--- src/rtl/node_pkg.sv ---
// ============================================================================
// node_pkg -- node word layout, loader FSM states and beat-count helper
// Revision: 1.0
// ============================================================================
`default_nettype none

package node_pkg;

    typedef struct packed {
        logic        is_leaf;
        logic [6:0]  class_id;
        logic [7:0]  feature;
        logic [31:0] threshold;
        logic [15:0] left;
        logic [15:0] right;
    } node_s;

    typedef enum logic [2:0] {
        ST_IDLE  = 3'd0,
        ST_LOAD  = 3'd1,
        ST_WRITE = 3'd2,
        ST_DONE  = 3'd3,
        ST_ERR   = 3'd4
    } load_state_e;

    function automatic int beats_per_node(input int node_bits, input int beat_w);
        return (node_bits + beat_w - 1) / beat_w;
    endfunction

endpackage

`default_nettype wire

--- src/rtl/tree_constants.sv ---
// ============================================================================
// tree_constants -- sizing constants shared by the tree classifier and loader
// Revision: 1.0
// ============================================================================
`default_nettype none

package tree_constants;
    localparam int TOTAL_NODES = 15;
endpackage

`default_nettype wire

--- src/rtl/node_loader.sv ---
// ============================================================================
// node_loader -- assembles serialized beats into node words and writes them
//                into the classifier's node memory, with framing checks.
// Revision: 1.0
// ============================================================================
`default_nettype none

module node_loader
    import node_pkg::*;
#(
    parameter int BEAT_W    = 32,
    parameter int NODE_BITS = $bits(node_s),
    parameter int N_NODES   = tree_constants::TOTAL_NODES
) (
    input  logic                 clk,
    input  logic                 reset,
    input  logic                 start,
    input  logic                 in_valid,
    output logic                 in_ready,
    input  logic [BEAT_W-1:0]    in_data,
    input  logic                 in_last,
    output logic                 mem_we,
    output logic [31:0]          mem_addr,
    output logic [NODE_BITS-1:0] mem_wdata,
    output logic [31:0]          node_count,
    output logic                 done,
    output logic                 error
);

    localparam int                BPN       = beats_per_node(NODE_BITS, BEAT_W);
    localparam int                CNT_W     = (BPN > 1) ? $clog2(BPN) : 1;
    localparam logic [CNT_W-1:0]  LAST_BEAT = CNT_W'(BPN - 1);
    localparam logic [31:0]       LAST_NODE = 32'(N_NODES - 1);

    load_state_e          state_q, state_d;
    logic [CNT_W-1:0]     beat_q, beat_d;
    logic [NODE_BITS-1:0] asm_q, asm_d;
    logic [31:0]          count_q, count_d;
    logic                 ready_q, ready_d;
    logic                 we_q, we_d;
    logic                 done_q, done_d;
    logic                 error_q, error_d;

    logic accept;
    logic is_final;

    assign accept   = ready_q & in_valid;
    assign is_final = (beat_q == LAST_BEAT) && (count_q == LAST_NODE);

    always_comb begin
        state_d = state_q;
        beat_d  = beat_q;
        asm_d   = asm_q;
        count_d = count_q;

        case (state_q)
            ST_IDLE, ST_DONE, ST_ERR: begin
                if (start) begin
                    state_d = ST_LOAD;
                    count_d = '0;
                    beat_d  = '0;
                end
            end
            ST_LOAD: begin
                if (accept) begin
                    // Bits of the final beat beyond NODE_BITS simply have no destination.
                    for (int i = 0; i < NODE_BITS; i++) begin
                        if (beat_q == CNT_W'(i / BEAT_W)) begin
                            asm_d[i] = in_data[i % BEAT_W];
                        end
                    end
                    // in_last must coincide exactly with the last beat of the last node.
                    if (in_last != is_final) begin
                        state_d = ST_ERR;
                        beat_d  = '0;
                    end else if (beat_q == LAST_BEAT) begin
                        state_d = ST_WRITE;
                        beat_d  = '0;
                    end else begin
                        beat_d = beat_q + 1'b1;
                    end
                end
            end
            ST_WRITE: begin
                count_d = count_q + 32'd1;
                state_d = (count_q == LAST_NODE) ? ST_DONE : ST_LOAD;
            end
            default: state_d = ST_IDLE;
        endcase

        ready_d = (state_d == ST_LOAD);
        we_d    = (state_d == ST_WRITE);
        done_d  = (state_d == ST_DONE);
        error_d = (state_d == ST_ERR);
    end

    always_ff @(posedge clk) begin
        if (!reset) begin
            state_q <= ST_IDLE;
            beat_q  <= '0;
            asm_q   <= '0;
            count_q <= '0;
            ready_q <= 1'b0;
            we_q    <= 1'b0;
            done_q  <= 1'b0;
            error_q <= 1'b0;
        end else begin
            state_q <= state_d;
            beat_q  <= beat_d;
            asm_q   <= asm_d;
            count_q <= count_d;
            ready_q <= ready_d;
            we_q    <= we_d;
            done_q  <= done_d;
            error_q <= error_d;
        end
    end

    assign in_ready   = ready_q;
    assign mem_we     = we_q;
    assign mem_addr   = count_q;
    assign mem_wdata  = asm_q;
    assign node_count = count_q;
    assign done       = done_q;
    assign error      = error_q;

endmodule

`default_nettype wire

--- config.mk ---
export PLATFORM = sky130hd
export DESIGN_NAME = node_loader
export DESIGN_NICKNAME = d
export VERILOG_FILES = /design/src/rtl/node_pkg.sv /design/src/rtl/tree_constants.sv /design/src/rtl/node_loader.sv
export SDC_FILE = /design/constraint.sdc
export NUM_CORES = 1
export LEC_CHECK = 0
export CORE_MARGIN = 3
export CORE_UTILIZATION = 55
export CTS_CLUSTER_SIZE = 24
export DETAILED_ROUTE_END_ITERATION = 16
export DONT_BUFFER_PORTS = 1
export PLACE_DENSITY_LB_ADDON = 0.08
export SYNTH_ARGS = -nofsm -noshare
export SYNTH_HDL_FRONTEND = slang
export SYNTH_SLANG_ARGS = --single-unit
--- constraint.sdc ---
create_clock -name clk -period 2.4 [get_ports clk]
set_input_delay 0.48 -clock clk [delete_from_list [all_inputs] [get_ports clk]]
set_output_delay 0.48 -clock clk [all_outputs]
set_load 0.01 [all_outputs]
=== Word level (Yosys, flattened, before mapping) ===
Index checks and enable logic that the tools add are counted.

* Mux-type cells: 13
* Reduce and logical (&&, ||, !) cells: 11
* Equal/unequal tests: 14
* Bitwise operators: 1
* Add/sub/neg operators: 2

{| class="wikitable"
|+ Operators by type and width
! operator !! count
|-
| 32-bit case mux with 2 select lines || 1
|-
| 32-bit by 1-bit adder with 32-bit output (second input constant) || 1
|-
| 32-bit by 4-bit == test with 1-bit output (second input constant) || 1
|-
| 32-bit 2-to-1 mux || 1
|-
| 3-bit by 2-bit == test with 1-bit output (second input constant) || 4
|-
| 3-bit 2-to-1 mux || 4
|-
| 3-bit AND reduction || 4
|-
| 2-bit 2-to-1 mux || 5
|-
| 3-bit case mux with 3 select lines || 1
|-
| 3-bit by 1-bit == test with 1-bit output (second input constant) || 2
|-
| 3-bit == test (second input constant) || 2
|-
| 2-bit inequality test (second input constant) || 2
|-
| 2-bit case mux with 2 select lines || 1
|-
| 2-bit nonzero test || 2
|-
| 3-bit logical NOT || 1
|-
| 3-bit OR reduction || 1
|-
| 2-bit by 1-bit adder with 2-bit output (second input constant) || 1
|-
| 2-bit by 1-bit == test with 1-bit output (second input constant) || 1
|-
| 2-bit == test (second input constant) || 1
|-
| 2-bit logical NOT || 1
|-
| 2-bit AND reduction || 1
|-
| 1-bit AND || 1
|-
| 1-bit logical AND || 1
|-
| 1-bit inequality test || 1
|}

* Bits in registers: 121
* Word-level logic and storage cells: 51
* Output and inout port bits: 148
* Input bits: 37

=== Depth between registers and ports, before layout ===
Gate-level depths: netlist of run 1.

* Word-level depth: 7
* Gate-level depth with buffers: 8
* Gate-level depth less buffers: 7

=== Least setup slack after synthesis of run 1 ===
OpenSTA, ideal clock, no wires.

* Path type: register to register
* Start point: register state_q[0]
* End point: register count_q[31] (netlist: mem_addr[31])
* Path buffers: 2
* Library setup time: 0.059 ns
* Slack: 0.334 ns
* Stages on the path, launching flop included: 8
* Arrival time: 2.007 ns
* Clock period less this slack: 2.066 ns
* Required time: 2.341 ns
* Path through: dfxtp_1 buf_6 or3b_1 buf_6 nor4_4 nand3_4 or4_1 nand2_1

* Cells in the longest elaborated chain, start to end: 4
* Elaborated cells on any way between the ends: 9
* Those cells by class: 4 x eq/ne; 1 x mux; 4 x reduce/logical

{| class="wikitable"
|+ RTL lines
! element !! RTL line !! source
|-
| start, declared || node_loader.sv:35 || <nowiki>load_state_e state_q, state_d;</nowiki>
|-
| start signal, assigned || node_loader.sv:108 || <nowiki>state_q <= state_d;</nowiki>
|-
| 3-bit by 2-bit == test with 1-bit output, or another cell as far along || node_loader.sv:56 || <nowiki>case (state_q)</nowiki>
|-
| 3-bit OR reduction || node_loader.sv:56 ||
|-
| 2-bit inequality test (no line) or 2-bit nonzero test (tied branches) || -- ||
|-
| 2-bit AND reduction (no line) || -- ||
|-
| end signal, assigned || node_loader.sv:111 || <nowiki>count_q <= count_d;</nowiki>
|-
| end, declared || node_loader.sv:38 || <nowiki>logic [31:0] count_q, count_d;</nowiki>
|}

Parallel ways exist; a longest one is shown, timed or not.
A chain may end at the register's enable or synchronous reset.

=== Final worst setup path of run 1 ===
* Start point: register count_q[12] (netlist: mem_addr[12])
* End point: register ready_q (netlist: in_ready)

* Cells in the longest elaborated chain, start to end: 7
* Elaborated cells on any way between the ends: 8
* Those cells by class: 3 x eq/ne; 4 x mux; 1 x reduce/logical

{| class="wikitable"
|+ RTL lines
! element !! RTL line !! source
|-
| 32-bit by 4-bit == test with 1-bit output (*) || node_loader.sv:48, node_loader.sv:86 ||
|-
| 1-bit logical AND || node_loader.sv:48 || <nowiki>assign is_final = (beat_q == LAST_BEAT) && (count_q == LAST_NODE);</nowiki>
|-
| 1-bit inequality test || node_loader.sv:73 || <nowiki>if (in_last != is_final) begin</nowiki>
|-
| 3-bit 2-to-1 mux || node_loader.sv:73 ||
|-
| 3-bit 2-to-1 mux || node_loader.sv:65 || <nowiki>if (accept) begin</nowiki>
|-
| 3-bit case mux with 3 select lines (*) || node_loader.sv:56 ||
|-
| 3-bit by 1-bit == test with 1-bit output (*) || node_loader.sv:91 || <nowiki>ready_d = (state_d == ST_LOAD);</nowiki>
|-
| end signal, assigned || node_loader.sv:112 || <nowiki>ready_q <= ready_d;</nowiki>
|-
| end, declared || node_loader.sv:39 || <nowiki>logic ready_q, ready_d;</nowiki>
|}

Every way passes the cells marked *; elsewhere a longest branch is shown, timed or not.

==> results of run 1 <==
==> worst paths after layout <==
check                        to  slack, ps  depth (start not counted)
setup / recovery       in_ready        250                          5
hold / removal      mem_addr[6]        100                          1
setup reg to reg       in_ready        250                          5
hold reg to reg   mem_wdata[22]        500                          2
==> worst reg2reg max path, cell delays in order (launching register included) <==
cell,delay [ps]
dfxtp_1,310
or4_1,490
or4_1,430
nor4_2,310
mux2i_1,380
nor2b_1,170
==> power by group <==
group          switching [µW]  leakage [µW]  internal [µW]
registers                18.4      0.000975           2020
clock network             961      0.000262           1400
logic                    73.0      0.000679           28.4
total                    1050       0.00192           3450
==> sequential cells by signal, indices dropped and copies added, names as in the netlist <==
name / flops
beat_q: 2
done: 1
error: 1
in_ready: 1
mem_addr: 32
mem_wdata: 80
mem_we: 1
state_q: 3
==> metrics by stage <==
stage | util, % | cell area, µm² | hold WS (ps) | std cells
4_1_cts | 63.6 | 5630 | 66.5 | 744
6_report | 63.6 | 5630 | 96.3 | 744
3_5_place_dp | 57.3 | 5070 | 495 | 712
3_3_place_gp | 57.3 | 5070 | 489 | 712
5_1_grt | 63.6 | 5630 | 73.8 | 744
2_1_floorplan | - | 5090 | 468 | 647
==> routing by layer <==
| metal | part of all wire [%] | routed length, µm | vias up |
|---|---|---|---|
| met5 | 0 | 0 | - |
| met4 | 0.48 | 61 | 0 |
| met3 | 11 | 1340 | 6 |
| met2 | 48 | 6150 | 162 |
| met1 | 41 | 5230 | 2032 |
| li1 | - | - | 2116 |
==> cell usage in the layout (no fill, tap or decap), drive strengths merged, types with 2 or more instances in the layout <==
cell      count
nand2       198
dfxtp       121
a21oi        96
nor2         24
buf          23
nand3        19
clkbuf       18
inv          14
nor3         11
or3          10
o211ai        8
o21ai         8
nor4          8
nand4         6
and3          6
o21a          6
and2          5
a31oi         5
nand2b        4
and4          4
or4           4
clkinvlp      4
or3b          3
mux2          3
o31ai         2
a211o         2
mux2i         2
xnor2         2
nor2b         2
o22ai         2
ha            2
or2           2
clkinv        2
==> synthesized netlist by cell type (all sizes together), types with 8 or more instances <==
library cell	instances
nor2	24
or3	10
clkbuf	32
o21ai	8
nor4	8
buf	34
nor3	11
a21oi	96
nand3	19
o211ai	8
nand2	198
dfxtp	121
==> logic make-up (layout without fill, tap and decap cells) <==
family / Yosys count / in the layout / share of synthesized area, %
AO/OA/AOI/OAI: 133 / 133 / 14.4
XOR/XNOR: 3 / 3 / 0.516
adder cells (fa/ha/maj): 2 / 2 / 0.491
buffers and inverters: 73 / 62 / 8.03
flip-flops: 121 / 121 / 47.6
multiplexers: 5 / 5 / 1.06
AND/OR/NAND/NOR: 310 / 310 / 27.9
==> cell type report <==
type	count	area share (%)
tap	108	2.40
inverter	7	0.467
multi-input combinational	453	40.3
timing repair buffer	23	3.96
clock inverter	14	2.44
clock buffer	18	7.42
sequential	121	43.0
==> results.ini, run 1 <==
[clock_network]
cts_resized = 0
clk_pin_slew_ps = 60
numCtsBuffers = 17
htreeDepth = 4
cts_buffer_depth = 2
cts_setup_buffers = 0
clk_latency_ps = 500
root_buffer = clkbuf_8
postCtsHoldBufs = 0
cts_tree = yes
cts_sinks = 121

[detailed_routing]
drt_iter0_drc = 201
dr.pass1.iters = 4
num_vias = 4316
post_drt_via_cell_ratio = 5.80
routed_wl_mm = 12.8
drcViolationCount = 0
wl_per_cell_um = 17.2
postRouteAntennaNets = 0

[grt]
grt_max_degree = 77
grt.total_usage_pct = 24.4
use_met2_pct = 38.5
grt_pass1_vias = 4013
antenna_found_initial = 0
grt_first_pass_wirelength_mm = 20.2
grt_busiest_layer = met2
grt.met3_usage_pct = 10.6
overflow = 0
met1_usage_pct = 30.3

[logic_synthesis]
yosysTopAreaCell = dfxtp_1
synth-seq-cells = 121
yosysWarnings = 0
yosysSeqAreaShare_pct = 47.6
ys.flop_type = dfxtp_1
ys_types = 49
synthTopCellsByArea = dfxtp_1, nand2_1, a21oi_1
netlist.area_leader.share_pct = 47.6
avgSynthCellArea_um2 = 7.87
synth_area_um2 = 5090
synthArstFlopShare_pct = 0
syn_nets = 686
synth_cells = 647
synth-edff-count = 0

[layout]
diodes = 0
multiInputGateArea_um2 = 2270
nNetsFinal = 662
register_area_um2 = 2420
area_growth_pct = 10.5
n_fill_cell = 818
layout-drive-gt1-share_pct = 10.2

[critical_path]
worstPathArrival_ps = 2580
cp_data_required_time_ps = 2840
crit_path_frequent_cell = or4_1
start_kind = flip-flop
worstSetupPathType = reg -> reg
cp_num_buf_inv = 0
crit_family = simple AND/OR/NAND/NOR gates
path_cells = or4_1 -> or4_1 -> nor4_2 -> mux2i_1 -> nor2b_1
crit_path_start = mem_addr[12]
crit-reg2reg-launch = mem_addr[12]
max_stage_delay_ps = 490
endpoint_kind = flip-flop
crit_fanout = 4
cp_slowest_cell = or4_1

[placement]
place_ws_ps = 266
numPortBuffers = 0
place.gp.congestion = 0.891
hpwl_mm = 8.81

[floorplan]
row_count = 34
die_w_um = 102
die_h_um = 102
coreArea_um2 = 8850
dieArea_um2 = 10500
io_pins = 185
initial_utilization_pct = 57.6

[hold_path]
min_from = reset
hp-class = in -> reg

[sta]
hold_violations = 0
rsz0062_at_grt = false
timing.final.ws_setup_ps = 253
setup_viol = 0
max_freq_mhz = 466
relSlewSlack_pct = 61.2
post-route-min-period_ps = 2150
drv_slew = 0
tns_ps = 0
finalCritPeriodShare_pct = 89.4
tightest_slew_ps = 582
clock_skew_ps = 9.55

[run_status]
status = completed

[power]
power_density_nw_per_um2 = 800
p_leak_uw = 0.00192
finalPower_uw = 4500
max-vdd-ir-drop_mv = 0.438

[job]
cap_violations = 0

No activity file was read; power rests on OpenSTA's default activity.
==> inputs of run 2 (changes only) <==
CORE_UTILIZATION = 60   (was 55)
==> results.ini, run 2 (same netlist as run 1, synthesis figures left out) <==
[run_status]
status = completed

[detailed_routing]
drt-met1-wl_mm = 5.07  ; -3.2%
num_vias = 4335  ; +0.44%
wl_met3_mm = 1.50  ; +12%
post_drt_via_cell_ratio = 5.89  ; +1.5%
postRouteAntennaNets = 0  ; unchanged
wl_per_cell_um = 17.4  ; +1.2%
wl_met2_mm = 6.09  ; -1.1%
dr.pass1.iters = 4  ; unchanged
routed_wl_mm = 12.8  ; about the same
highest_layer = met4
drt_iter0_drc = 211  ; +5.0%
drcViolationCount = 0  ; unchanged

[critical_path]
crit_path_frequent_cell = or4_1
cp_slowest_cell = or4_1
rr_worst_depth = 5  ; unchanged
cp_data_required_time_ps = 2850  ; about the same
max_stage_delay_ps = 520  ; +30 ps
worstPathArrival_ps = 2630  ; +50 ps
crit_fanout = 4  ; unchanged
path_cells = or4_1 -> or4_1 -> nor4_2 -> mux2i_1 -> nor2b_1
worstSetupPathType = reg -> reg
start_kind = flip-flop
endpoint_kind = flip-flop

[grt]
overflow = 0  ; unchanged
grt_pass1_vias = 4113  ; +2.5%
antenna_found_initial = 0  ; unchanged
grt_max_degree = 69  ; -10%
grt_first_pass_wirelength_mm = 20.5  ; +1.7%
grt.total_usage_pct = 26.1  ; +1.8 points

[layout]
finalInstanceArea_um2 = 5600  ; -0.60%
layout_common_cells = nand2_1, dfxtp_1, a21oi_1
layout-drive-gt1-share_pct = 10.1  ; -0.13 points
largest_reg_flops = 80  ; unchanged
area_growth_pct = 9.85
final_core_util_pct = 70.2  ; +6.6 points
nNetsFinal = 661  ; -0.15%
final_common_cell = nand2_1
diodes = 0  ; unchanged
finalNonFillerCells = 736  ; -1.1%

[sta]
tightest_slew_ps = 662  ; +79.8 ps
post-route-min-period_ps = 2180  ; +32.8 ps
rsz0062_at_grt = false
drv_slew = 0  ; unchanged
max_freq_mhz = 459  ; -1.5%
setup_viol = 0  ; unchanged
tns_ps = 0  ; unchanged
clock_skew_ps = 8.33  ; -1.22 ps
relSlewSlack_pct = 55.8  ; -5.4 points
finalCritPeriodShare_pct = 90.8  ; +1.4 points
hold_violations = 0  ; unchanged

[clock_network]
postCtsHoldBufs = 0  ; unchanged
htreeDepth = 4  ; unchanged
cts_tree = yes
cts_sinks = 121  ; unchanged
cts_buffer_depth = 2  ; unchanged
root_buffer = clkbuf_8
cts_resized = 0  ; unchanged
clk_latency_ps = 520  ; +20 ps
numCtsBuffers = 17  ; unchanged
cts_setup_buffers = 0  ; unchanged
clk_pin_slew_ps = 60  ; about the same

[power]
max-vdd-ir-drop_mv = 0.524  ; +20%
p_leak_uw = 0.00190  ; -0.59%
power_density_nw_per_um2 = 817  ; +2.2%

[floorplan]
io_pins = 185  ; unchanged
die_w_um = 98.1  ; -4.0%
dieArea_um2 = 9630  ; -7.9%
die_h_um = 98.1  ; -4.0%
coreArea_um2 = 7970  ; -10%
row_count = 32  ; -5.9%
initial_utilization_pct = 63.9  ; +6.4 points

[hold_path]
hp-class = in -> reg
hold_depth = 1  ; unchanged

[job]
cap_violations = 0  ; unchanged

[placement]
hpwl_mm = 8.77  ; -0.37%
dp_cells = 705  ; -0.98%
numPortBuffers = 0  ; unchanged
placed_area_um2 = 5020  ; -1.0%
place.gp.congestion = 0.846  ; -5.1%

[run 2: routing by layer]
layer,GRT usage [%],vias to the layer above
met1,30.8,2026
li1,-,2117
met3,11.6,15
met5,0,-
met2,42.0,177
met4,9.98,0
[run 2: stage by stage]
stage,setup slack [ps],power (µW),hold WS [ps]
after CTS,233,4600,75.7
after global placement,314,2180,489
after global routing,49.9,4700,89.1
after detailed placement,230,2180,495
after floorplan,334,2160,468
final,221,4570,89.7
[run 2: final cells by class]
cell class / count / area, µm²
clock buffer: 18 / 428
clock inverter: 13 / 146
fill: 649 / 2370
inverter: 7 / 26.3
multi-input combinational: 453 / 2270
sequential: 121 / 2420
tap: 102 / 128
timing repair buffer: 22 / 178
[run 2: report_power, final]
part	internal [µW]	total [µW]	switching, µW
Sequential	2020	2040	18.9
Combinational	26.1	98.1	72.1
Clock	1510	2430	923
[run 2: critical path: cells and delay by family, from the launching register on]
family,cells,cell delay [ps]
multiplexers,1,380
AND/OR/NAND/NOR,4,1420
flip-flops,1,310
[run 2: final timing paths]
check	start	to	slack, ps
max	mem_addr[12]	in_ready	220
min	reset	mem_addr[23]	90
max reg2reg	mem_addr[12]	in_ready	220
min reg2reg	mem_wdata[50]	mem_wdata[50]	500
